<file path="src/rtl/ps2_kbd.sv">
// PS/2 keyboard receiver with a scancode FIFO and a CPU read port.
// Bytes are framed from the synchronized PS/2 pins and queued for DATA reads.
module ps2_kbd #(
  parameter int FIFO_DEPTH = 8,
  parameter int TIMEOUT    = 50000
) (
  input  logic        clk,
  input  logic        rst,
  input  logic        ps2_clk,
  input  logic        ps2_data,
  input  logic        sel,
  input  logic        re,
  input  logic [31:0] addr,
  output logic [31:0] dout
);

  localparam int AW = $clog2(FIFO_DEPTH);
  localparam int CW = $clog2(FIFO_DEPTH + 1);
  localparam int TW = $clog2(TIMEOUT + 1);

  typedef enum logic {IDLE, RECV} state_t;

  logic [1:0]    ps2_clk_sync_q, ps2_data_sync_q;
  logic          ps2_clk_prev_q;
  state_t        state_q, state_d;
  logic [3:0]    bit_cnt_q, bit_cnt_d;
  logic [9:0]    shift_q, shift_d;
  logic [TW-1:0] to_cnt_q, to_cnt_d;
  logic [AW-1:0] wr_ptr_q, wr_ptr_d, rd_ptr_q, rd_ptr_d;
  logic [CW-1:0] count_q, count_d;
  logic          ovf_q, ovf_d, ferr_q, ferr_d;
  logic [7:0]    mem_q [FIFO_DEPTH];

  logic fall, bit_in, frame_done, frame_ok;
  logic empty, full, pop, push, status_rd;
  logic unused_addr;

  assign unused_addr = ^{addr[31:3], addr[1:0]};
  assign fall        = ps2_clk_prev_q & ~ps2_clk_sync_q[1];
  assign bit_in      = ps2_data_sync_q[1];

  // Synchronizers idle high so a reset never fabricates a falling edge.
  always_ff @(posedge clk) begin
    if (rst) begin
      ps2_clk_sync_q  <= 2'b11;
      ps2_data_sync_q <= 2'b11;
      ps2_clk_prev_q  <= 1'b1;
    end else begin
      ps2_clk_sync_q  <= {ps2_clk_sync_q[0], ps2_clk};
      ps2_data_sync_q <= {ps2_data_sync_q[0], ps2_data};
      ps2_clk_prev_q  <= ps2_clk_sync_q[1];
    end
  end

  // Frame receiver: shift_q holds start in [0], data in [8:1], parity in [9].
  always_comb begin
    state_d    = state_q;
    bit_cnt_d  = bit_cnt_q;
    shift_d    = shift_q;
    to_cnt_d   = to_cnt_q;
    frame_done = 1'b0;
    case (state_q)
      IDLE: begin
        to_cnt_d = '0;
        if (fall) begin
          shift_d   = {bit_in, shift_q[9:1]};
          bit_cnt_d = 4'd1;
          state_d   = RECV;
        end
      end
      RECV: begin
        if (fall) begin
          to_cnt_d = '0;
          if (bit_cnt_q == 4'd10) begin
            frame_done = 1'b1;
            bit_cnt_d  = 4'd0;
            state_d    = IDLE;
          end else begin
            shift_d   = {bit_in, shift_q[9:1]};
            bit_cnt_d = bit_cnt_q + 4'd1;
          end
        end else if (to_cnt_q == TW'(TIMEOUT - 1)) begin
          to_cnt_d  = '0;
          bit_cnt_d = 4'd0;
          state_d   = IDLE;
        end else begin
          to_cnt_d = to_cnt_q + TW'(1);
        end
      end
      default: state_d = IDLE;
    endcase
  end

  assign frame_ok  = frame_done & ~shift_q[0] & bit_in & (^shift_q[9:1]);
  assign empty     = (count_q == '0);
  assign full      = (count_q == CW'(FIFO_DEPTH));
  assign pop       = sel & re & ~addr[2] & ~empty;
  assign push      = frame_ok & (~full | pop);
  assign status_rd = sel & re & addr[2];

  always_comb begin
    wr_ptr_d = push ? wr_ptr_q + AW'(1) : wr_ptr_q;
    rd_ptr_d = pop  ? rd_ptr_q + AW'(1) : rd_ptr_q;
    count_d  = count_q;
    if (push && !pop)      count_d = count_q + CW'(1);
    else if (pop && !push) count_d = count_q - CW'(1);
    // A flag-setting event in the same cycle as a STATUS read wins.
    ovf_d  = (frame_ok & full & ~pop) | (ovf_q & ~status_rd);
    ferr_d = (frame_done & ~frame_ok) | (ferr_q & ~status_rd);
  end

  always_ff @(posedge clk) begin
    if (rst) begin
      state_q   <= IDLE;
      bit_cnt_q <= '0;
      shift_q   <= '0;
      to_cnt_q  <= '0;
      wr_ptr_q  <= '0;
      rd_ptr_q  <= '0;
      count_q   <= '0;
      ovf_q     <= 1'b0;
      ferr_q    <= 1'b0;
    end else begin
      state_q   <= state_d;
      bit_cnt_q <= bit_cnt_d;
      shift_q   <= shift_d;
      to_cnt_q  <= to_cnt_d;
      wr_ptr_q  <= wr_ptr_d;
      rd_ptr_q  <= rd_ptr_d;
      count_q   <= count_d;
      ovf_q     <= ovf_d;
      ferr_q    <= ferr_d;
    end
  end

  always_ff @(posedge clk) begin
    if (push) mem_q[wr_ptr_q] <= shift_q[8:1];
  end

  always_comb begin
    dout = '0;
    if (sel) begin
      if (addr[2]) dout = {19'b0, 5'(count_q), 4'b0, ferr_q, ovf_q, full, ~empty};
      else if (!empty) dout = {24'b0, mem_q[rd_ptr_q]};
    end
  end

endmodule

</file>
<file path="config.mk">
export PLATFORM = sky130hd
export DESIGN_NAME = ps2_kbd
export DESIGN_NICKNAME = d
export VERILOG_FILES = /design/src/rtl/ps2_kbd.sv
export SDC_FILE = /design/constraint.sdc
export NUM_CORES = 1
export LEC_CHECK = 0
export BUFFER_PORTS_ARGS = -buffer_cell sky130_fd_sc_hd__buf_4
export CAP_MARGIN = 20
export CORE_ASPECT_RATIO = 1.5
export CORE_UTILIZATION = 26
export DETAILED_ROUTE_END_ITERATION = 8
export PLACE_DENSITY = 0.43
export RECOVER_POWER = 25
export SYNTH_ARGS = -nofsm -noshare
export SYNTH_HDL_FRONTEND = slang
export SYNTH_SLANG_ARGS = --single-unit
export TNS_END_PERCENT = 5
</file>
<file path="constraint.sdc">
create_clock -name clk -period 3.94 [get_ports clk]
set_input_delay 0 -clock clk [delete_from_list [all_inputs] [get_ports clk]]
set_output_delay 0 -clock clk [all_outputs]
set_load 0.02 [all_outputs]
</file>
==> flow_summary.yaml, run 1 <==
run_status:
  status: "finished with violations"
  violations: "capacitance limit, slew limit"
yosys:
  ys_types: 52
  synthSimpleGateAreaFrac: 0.1446
  syn_area_per_cell_um2: 12.75
  syn_inst: 395
  synth_warnings: 0
  synth-main-ff-cell: "edfxtp_1"
  syn-cell-area_um2: 5037
  synth_xor_area_frac: 0.04868
  synthArstFlopShare: 0
  ys_ff_latch: 115
  yosysSeqAreaShare: 0.5842
  synth_edf_count: 64
  synthAdderAreaFrac: 0.02385
  synth_top_family_by_area: "simple AND/OR/NAND/NOR gates"
  synthMuxAreaShare: 0.09240
  synth_compound_area_frac: 0.05539
die:
  rows: 62
  fp.coreArea_um2: 19080
  start_util: 0.2640
  die_width_um: 115.7
  ios: 70
  die_y_um: 172.5
  die_area_um2: 19950
finish:
  drive_above_1_share: 0.2149
  layout_common_cells: "edfxtp_1 (64), dfxtp_1 (51), nor2_1 (39), buf_4 (28), nand2_1 (24)"
  layout_commonest_cell: "edfxtp_1"
  n_fill_cell: 1983
  final_area_um2: 6045
  nNetsFinal: 476
  area_growth_pct: 20.00
  num_antenna_cells: 0
grt:
  grt_start_max_net_pins: 37
  grt_use_met1: 0.1135
  grtUsageMet3: 0.03049
  top_usage_layer: "met2"
  first_global_vias: 3112
  antenna_found_initial: 0
  grt_pass1_wl_um: 16200
  use_met2: 0.2085
  grt_use_total: 0.1114
  grt_overflow: 0
detailed_routing:
  ant_nets: 0
  vias: 3016
  wl_per_cell_um: 14.23
  viasPerCell: 4.321
  first_pass_iters: 4
  drc: 0
  drt_wl_total_um: 9933
  drt_iter0_drc: 122
sta:
  setup-tns-final_ns: 0
  setup_viol: 0
  relSlewSlack: -0.08702
  rsz0062_at_grt: "no"
  period_share: 0.8216
  finalHoldViolCount: 0
  max_slew.worst_pin.slew_ns: 1.631
  timing.fmax_mhz: 308.9
  drv_slew: 37
  fin_hold_ws_ns: 0.02254
  skew_ns: 0.01126
  fin_crit_ns: 3.237
pwr:
  p_leak_nw: 2.085
  powerDensity_nw_per_um2: 467.0
  ir_drop_uv: 160.7
worst_setup_path:
  crit_path_start: "shift_q[3]$_SDFFE_PP0P_"
  required_ns: 4.26
  cp.arrival_ns: 3.56
  worstReg2RegStart: "shift_q[3]$_SDFFE_PP0P_"
  crit_fanout: 11
  start_kind: "flop"
  cp-end-kind: "flop"
  path_class: "flop to flop"
clock_tree:
  cts_setup_buffers: 0
  clk_latency_ns: 0.42
  htreeDepth: 4
  tritoncts: "done"
  clock_path_buffers: 2
  cts_buffers: 17
  clockRootBuffer: "clkbuf_16"
  cts.sinks: 115
  clk_transition_reported_paths_ns: 0.05
place:
  placed_area_um2: 5416
  dp.final_hpwl_um: 6902
  gp_congestion: 0.6910
  io_buffers: 18
worst_hold_path:
  hp-class: "primary input to flop"
  hp-start: "sel"
flow_run:
  maxCapViolCount: 1
==> registers in the layout, indices dropped and copies added, names as in the netlist, named ones only <==
signal	cells
mem_q	64
wr_ptr_q	3
to_cnt_q	16
rd_ptr_q	3
bit_cnt_q	4
ps2_clk_sync_q	2
ferr_q	1
state_q	1
shift_q	10
ps2_clk_prev_q	1
ovf_q	1
ps2_data_sync_q	2
count_q	4
==> critical path: stages, from the launching register on <==
cell and delay [ns]:
dfxtp_1 0.56, xor2_1 0.19, xnor3_2 0.48, mux2i_2 0.36
inv_1 0.09, ha_1 0.23, inv_1 0.11, ha_1 0.24
a21o_1 0.18, a21oi_1 0.17, xnor2_1 0.09, or3_1 0.30
a21oi_1 0.13
==> worst paths after layout <==
| kind | end | slack [ns] | depth (start not counted) |
|---|---|---|---|
| worst min register to register | ps2_clk_sync_q[1]$_SDFF_PP1_ | 0.41 | 1 |
| worst max register to register | count_q[3]$_SDFFE_PP0P_ | 0.70 | 12 |
| worst min-delay path | ferr_q$_SDFF_PP0_ | 0.02 | 4 |
| worst max-delay path | count_q[3]$_SDFFE_PP0P_ | 0.70 | 12 |
==> Yosys cell counts (2+ instances only) <==
cell type  count  area, um^2
nand3_1       22       110.1
nand3b_1       3       22.52
buf_4         21       157.7
or2_2          6       37.54
a21oi_1       22       110.1
nor2b_1        6       37.54
buf_2          4       20.02
ha_1           8       100.1
or3_1          7       43.79
mux2i_1        8       80.08
nor2_1        39       146.4
mux4_2        16       360.4
nor3_1         3       15.01
clkbuf_1      11       41.29
o21ai_0       11       55.05
nand2b_1       2       12.51
xor2_1         9       78.83
edfxtp_1      64        1922
dfxtp_1       51        1021
nand2_1       24       90.09
xnor2_1       11       96.34
or4b_1         3       30.03
and3_1         5       31.28
inv_1          6       22.52
a211oi_1       4       30.03
nand4_1        3       18.77
==> final cells by class <==
class / count / area (um^2) / area share
flip-flops and latches: 115 / 2943 / 0.4869
multi-input cells: 256 / 1913 / 0.3165
clock buffers: 18 / 439.2 / 0.07266
well taps: 256 / 320.3 / 0.05299
repair buffers: 33 / 254.0 / 0.04202
clock inverters: 14 / 152.6 / 0.02525
inverters: 6 / 22.52 / 0.003726
==> cell families (layout without fill, tap and decap cells) <==
group / Yosys count / in the layout
xor gates and xnor gates: 23 / 23
and+or+nand+nor: 134 / 134
AOI/OAI and AO/OA: 44 / 44
other: 1 / 20
muxes: 26 / 26
buffers and inverters: 43 / 71
DFF: 115 / 115
adders and majority gates: 9 / 9
==> stage by stage <==
| stage | util | setup slack [ns] | std cells | power [mW] |
|---|---|---|---|---|
| after floorplan | - | 1.105 | 414 | 1.343 |
| after global placement | 0.2838 | 0.7382 | 662 | 1.338 |
| after detailed placement | 0.2838 | 0.6733 | 662 | 1.338 |
| after CTS | 0.3169 | 0.6581 | 698 | 2.869 |
| after global routing | 0.3167 | 0.4620 | 698 | 2.925 |
| final | 0.3167 | 0.7029 | 698 | 2.823 |
==> timing repair <==
action	in CTS	in global routing
endpoints found under the hold margin	14	0
setup endpoints to repair	0	0
gates resized for setup	0	0
hold buffers	4	0
==> report_power, final <==
| part | switching [mW] | internal [mW] |
|---|---|---|
| combinational | 0.0387 | 0.0151 |
| clock | 0.554 | 0.952 |
| sequential | 0.00370 | 1.26 |
==> per-layer routing <==
metal | part of all wire | wire length, um
met3 | 0.019 | 188
met5 | 0 | 0
met1 | 0.40 | 4011
met2 | 0.56 | 5536
met4 | 0.020 | 196
(Power assumes the default switching activity.)
==> run 2: changes to the inputs <==
==> constraint.sdc (replaced) <==
create_clock -name clk -period 3.24 [get_ports clk]
set_input_delay 0 -clock clk [delete_from_list [all_inputs] [get_ports clk]]
set_output_delay 0 -clock clk [all_outputs]
set_load 0.02 [all_outputs]
==> run 2 against run 1 <==
The flow now finishes without violations; clock skew fell by 0.0017 ns; die area unchanged; power increased by 27%; clock power grew 30%; sequential cell count did not move; core utilization up 0.54 points; sequential power is 21% higher; combinational power increased by 24%; setup slack worse by 0.46 ns; critical path type unchanged; critical endpoint unchanged; largest power group unchanged; highest routed layer unchanged.
==> flow_summary.yaml, run 2 (same netlist as run 1, synthesis figures left out) <==
detailed_routing:
  drt_iter0_drc: 139
  vias: 3061
  first_pass_iters: 5
  wl_per_cell_um: 14.16
  viasPerCell: 4.317
  drc: 0
  drt_wl_total_um: 10040
  ant_nets: 0
grt:
  grt_pass1_wl_um: 15980
  first_global_vias: 3017
  grt_start_max_net_pins: 37
  grt_use_total: 0.1109
  antenna_found_initial: 0
  grt_overflow: 0
finish:
  largest_register_ffs: 64
  nNetsFinal: 487
  layout_commonest_cell: "edfxtp_1"
  largest_register: "mem_q"
  drive_above_1_share: 0.2208
  reg_top3: "mem_q x64, to_cnt_q x16, shift_q x10"
  num_antenna_cells: 0
  layout_common_cells: "edfxtp_1 (64), dfxtp_1 (51), nor2_1 (39), buf_4 (34), nand2_1 (24)"
  final_core_util: 0.3221
  area_growth_pct: 22.03
die:
  die_area_um2: 19950
  die_y_um: 172.5
  start_util: 0.2640
  die_width_um: 115.7
  ios: 70
  rows: 62
  fp.coreArea_um2: 19080
clock_tree:
  clk_transition_reported_paths_ns: 0.05
  cts_setup_buffers: 0
  cts_buffers: 17
  tritoncts: "done"
  clock_path_buffers: 2
  cts.sinks: 115
  clockRootBuffer: "clkbuf_16"
  cts_resized: 0
  htreeDepth: 4
  clk_latency_ns: 0.42
worst_setup_path:
  critPathMaxStageDelay_ns: 0.35
  cp_top_family: "compound AO/OA/AOI/OAI gates"
  path_class: "flop to flop"
  required_ns: 3.58
  reg2reg_slack_ns: 0.24
  cp.arrival_ns: 3.34
  crit_fanout: 8
  worst_r2r_endpoint: "count_q[3]$_SDFFE_PP0P_"
  critPathBufInv: 3
  start_kind: "flop"
  crit_chain: "inv_1, ha_1, nand4b_4, a2111oi_2, mux2i_2, inv_1, ha_1, inv_1, ha_1, a21o_1, a21oi_1, xnor2_1, or3_1, a21oi_1"
  reg2reg_depth: 14
  crit_slowest_cell: "a2111oi_2"
  cp-end-kind: "flop"
  worstReg2RegStart: "bit_cnt_q[0]$_SDFFE_PP0P_"
pwr:
  p_comb_frac: 0.019
  p_leak_nw: 2.143
  powerDensity_nw_per_um2: 581.3
  switching_share: 0.2051
  p_int_mw: 2.841
  pwr-share-seq: 0.429
  clockPowerShare: 0.552
  p_sw_mw: 0.7328
  ir_drop_uv: 209.5
sta:
  setup_viol: 0
  period_share: 0.9247
  drv_slew: 0
  timing.fmax_mhz: 333.8
  relSlewSlack: 0.5241
  setup-tns-final_ns: 0
  rsz0062_at_grt: "no"
  skew_ns: 0.009601
  finalHoldViolCount: 0
  max_slew.worst_pin.slew_ns: 0.7129
  fin_crit_ns: 2.996
worst_hold_path:
  hp-start: "sel"
  worstHoldPathCells: 4
  min_to: "ferr_q$_SDFF_PP0_"
  hp-class: "primary input to flop"
place:
  gp_congestion: 0.7341
  io_buffers: 18
  dp.final_hpwl_um: 6857
run_status:
  status: "completed"
flow_run:
  maxCapViolCount: 0
## run 2: cell count changes in the layout (fill, tap and decap cells not counted), sizes merged
cell and delta:
bufinv +2, inv -1, clkbuf +4, clkinvlp -2, clkinv +2, buf +6
## run 2: timing repair
item / CTS / global route
hold buffers: 4 / 0
endpoints found under the hold margin: 16 / 0
setup endpoints to repair: 0 / 0
## run 2: power by group through the flow
stage	registers (mW)	logic (mW)	clock network, mW
after floorplan	1.56	0.0690	0
after global placement	1.56	0.0631	0
after detailed placement	1.57	0.0634	0
after CTS	1.53	0.0673	2.03
after global routing	1.53	0.0745	2.09
final	1.53	0.0666	1.97
## run 2: layout make-up
cell class,count,area (um^2)
flip-flops and latches,115,2943
clock buffers,17,425.4
repair buffers,44,317.8
fillers,1972,12940
inverters,6,22.52
well taps,256,320.3
clock inverters,15,205.2
multi-input cells,256,1913
## run 2: worst max path at each step
stage	from	end	slack, ns	cells past startpoint
2_1_floorplan	shift_q[4]$_SDFFE_PP0P_	count_q[3]$_SDFFE_PP0P_	0.41	12
3_3_place_gp	shift_q[7]$_SDFFE_PP0P_	count_q[3]$_SDFFE_PP0P_	0.27	12
3_5_place_dp	shift_q[7]$_SDFFE_PP0P_	count_q[3]$_SDFFE_PP0P_	0.21	12
4_1_cts	shift_q[7]$_SDFFE_PP0P_	count_q[3]$_SDFFE_PP0P_	0.20	12
5_1_grt	bit_cnt_q[0]$_SDFFE_PP0P_	count_q[3]$_SDFFE_PP0P_	0.02	14
6_report	bit_cnt_q[0]$_SDFFE_PP0P_	count_q[3]$_SDFFE_PP0P_	0.24	14
## run 2: per-stage QoR
| step | total power [mW] | setup slack [ns] | instance area [um^2] | hold WS [ns] | std cells |
|---|---|---|---|---|---|
| final | 3.573 | 0.2441 | 6147 | 0.01786 | 709 |
| after global routing | 3.696 | 0.01612 | 6147 | 0.06267 | 709 |
| after CTS | 3.629 | 0.2013 | 6170 | 0.01166 | 709 |
| after detailed placement | 1.628 | 0.2106 | 5499 | 0.1933 | 673 |
| after global placement | 1.628 | 0.2695 | 5499 | 0.1932 | 673 |
| after floorplan | 1.633 | 0.4050 | 5109 | 0.1038 | 414 |
## run 2: worst register-to-register path: stages, from the launching register on
cell	delay, ns
dfxtp_1	0.33
inv_1	0.10
ha_1	0.22
nand4b_4	0.19
a2111oi_2	0.35
mux2i_2	0.20
inv_1	0.09
ha_1	0.19
inv_1	0.10
ha_1	0.28
a21o_1	0.17
a21oi_1	0.17
xnor2_1	0.09
or3_1	0.30
a21oi_1	0.14
## run 2: layer usage
layer	GRT usage	vias up	share of wire	wire (um)
met5	0	-	0	0
met4	0.06187	0	0.021	211
met3	0.02348	17	0.021	215
met2	0.2005	42	0.55	5482
met1	0.1186	1502	0.41	4127
li1	-	1500	-	-
==> run 3: changes to the inputs <==
--- a/config.mk
+++ b/config.mk
@@ -9,8 +9,9 @@
 export CAP_MARGIN = 20
 export CORE_ASPECT_RATIO = 1.5
 export CORE_UTILIZATION = 26
+export CTS_CLUSTER_SIZE = 25
 export DETAILED_ROUTE_END_ITERATION = 8
-export PLACE_DENSITY = 0.43
+export PLACE_DENSITY_LB_ADDON = 0.3
 export RECOVER_POWER = 25
 export SYNTH_ARGS = -nofsm -noshare
 export SYNTH_HDL_FRONTEND = slang
==> constraint.sdc (replaced) <==
create_clock -name clk -period 3.4 [get_ports clk]
set_input_delay 0 -clock clk [delete_from_list [all_inputs] [get_ports clk]]
set_output_delay 0 -clock clk [all_outputs]
set_load 0.02 [all_outputs]
==> run 3 against run 2 <==
First-iteration DRC count fell by 8.6%; non-clock buffer count fell by 1; setup slack improved by 0.18 ns; fmax rose by 0.82%; critical path type unchanged; largest cell class unchanged; highest routed layer unchanged.
==> flow_summary.yaml, run 3 (same netlist as run 1, synthesis figures left out) <==
sta:
  rsz0062_at_grt: "no"
  finalHoldViolCount: 0
  drv_slew: 0
  max_slew.worst_pin.slew_ns: 0.8031
  period_share: 0.8740
  setup-tns-final_ns: 0
  skew_ns: 0.009189
  fin_crit_ns: 2.971
  timing.fmax_mhz: 336.5
  fin_hold_ws_ns: 0.05689
  relSlewSlack: 0.4639
  setup_viol: 0
  setup_ws_ns: 0.4285
place:
  dpl_worst_slack_ns: 0.4146
  io_buffers: 18
  dp.final_hpwl_um: 6558
  placed_area_um2: 5492
  placedCellCount: 672
  gp_congestion: 0.7100
detailed_routing:
  drt_wl_total_um: 9758
  drc: 0
  ant_nets: 0
  wl_per_cell_um: 13.78
  drt_iter0_drc: 127
  viasPerCell: 4.363
  vias: 3089
  first_pass_iters: 4
finish:
  final_core_util: 0.3192
  final_area_um2: 6091
  num_antenna_cells: 0
  area_growth_pct: 20.91
  stdcell_count: 708
  largest_register_ffs: 64
  largest_register: "mem_q"
  layout_commonest_cell: "edfxtp_1"
  layout_common_cells: "edfxtp_1 (64), dfxtp_1 (51), nor2_1 (39), buf_4 (33), nand2_1 (24)"
  reg_top3: "mem_q x64, to_cnt_q x16, shift_q x10"
  drive_above_1_share: 0.2212
  nNetsFinal: 486
die:
  die_width_um: 115.7
  start_util: 0.2640
  die_area_um2: 19950
  ios: 70
  fp.coreArea_um2: 19080
  die_y_um: 172.5
  rows: 62
clock_tree:
  clockRootBuffer: "clkbuf_16"
  htreeDepth: 4
  clock_path_buffers: 2
  cts_buffers: 17
  clk_transition_reported_paths_ns: 0.05
  cts.sinks: 115
  tritoncts: "done"
  clk_latency_ns: 0.41
grt:
  grt_pass1_wl_um: 16100
  first_global_vias: 3136
  grt_use_total: 0.1085
  grt_start_max_net_pins: 37
  antenna_found_initial: 0
  grt_overflow: 0
worst_setup_path:
  crit_path_start: "shift_q[1]$_SDFFE_PP0P_"
  path_class: "flop to flop"
  crit_chain: "xnor3_1, a2111oi_2, mux2i_2, inv_1, ha_1, inv_1, ha_1, a21o_1, a21oi_1, xnor2_1, or3_1, a21oi_1"
  critPathMaxStageDelay_ns: 0.50
  worstReg2RegStart: "shift_q[1]$_SDFFE_PP0P_"
  cp.depth: 12
  cp_top_family: "compound AO/OA/AOI/OAI gates"
  start_kind: "flop"
  crit_fanout: 7
  reg2reg_slack_ns: 0.43
  reg2reg_depth: 12
  cp.arrival_ns: 3.30
  worst_r2r_endpoint: "count_q[3]$_SDFFE_PP0P_"
  crit_end: "count_q[3]$_SDFFE_PP0P_"
  critPathBufInv: 2
  crit_slowest_cell: "dfxtp_1"
  cp-end-kind: "flop"
  required_ns: 3.73
pwr:
  ir_drop_uv: 228.8
  p_leak_nw: 2.120
  p_total_mw: 3.244
  powerDensity_nw_per_um2: 532.5
flow_run:
  maxCapViolCount: 0
worst_hold_path:
  hp-class: "primary input to flop"
run_status:
  status: "completed"
==> run 3: changes by cell type in the layout (fill, tap and decap cells not counted), sizes merged <==
| cell | delta |
|---|---|
| bufinv | -2 |
| buf | -1 |
| inv | +1 |
| clkinv | +1 |
==> run 3: worst min path at each step <==
stage             from  slack (ns)                      endpoint  depth (start not counted)
6_report           sel        0.06              ovf_q$_SDFF_PP0_                          4
2_1_floorplan  ps2_clk        0.10  ps2_clk_sync_q[0]$_SDFF_PP1_                          1
4_1_cts            sel        0.04              ovf_q$_SDFF_PP0_                          4
5_1_grt            sel        0.12              ovf_q$_SDFF_PP0_                          4
3_3_place_gp   ps2_clk        0.19  ps2_clk_sync_q[0]$_SDFF_PP1_                          2
3_5_place_dp   ps2_clk        0.19  ps2_clk_sync_q[0]$_SDFF_PP1_                          2
==> run 3: worst register-to-register path: cells and delay by family, from the launching register on <==
kind / cells / cell delay [ns]
AO/OA/AOI/OAI: 4 / 0.74
XOR/XNOR: 2 / 0.52
adder cells (fa/ha/maj): 2 / 0.47
buffers and inverters: 2 / 0.18
flip-flops: 1 / 0.50
multiplexers: 1 / 0.18
AND/OR/NAND/NOR: 1 / 0.30
==> run 3: what timing repair did <==
| action | CTS | global route |
|---|---|---|
| gates resized for setup | 0 | 0 |
| hold buffers | 4 | 0 |
| buffers inserted | 0 | 0 |
| endpoints found under the hold margin | 13 | 0 |
| endpoints found under the setup margin | 0 | 0 |
==> run 3: layout make-up <==
type,instances,area [um^2]
tap,256,320.3
clock buffer,17,425.4
sequential,115,2943
inverter,6,22.52
fill,1969,12990
multi-input combinational,256,1913
timing repair buffer,43,310.3
clock inverter,15,156.4
==> run 3: metal layers <==
layer,wire (um),vias up,GRT usage
met4,112,0,0.04682
met2,5582,45,0.2041
met3,205,10,0.02524
met1,3857,1543,0.1133
li1,-,1491,-
met5,0,-,0
==> run 3: report_power, final <==
part	switching (mW)	internal, mW	leakage (nW)	total [mW]
Clock	0.635	1.08	0.284	1.72
Sequential	0.00390	1.46	1.00	1.46
Combinational	0.0450	0.0180	0.831	0.0630
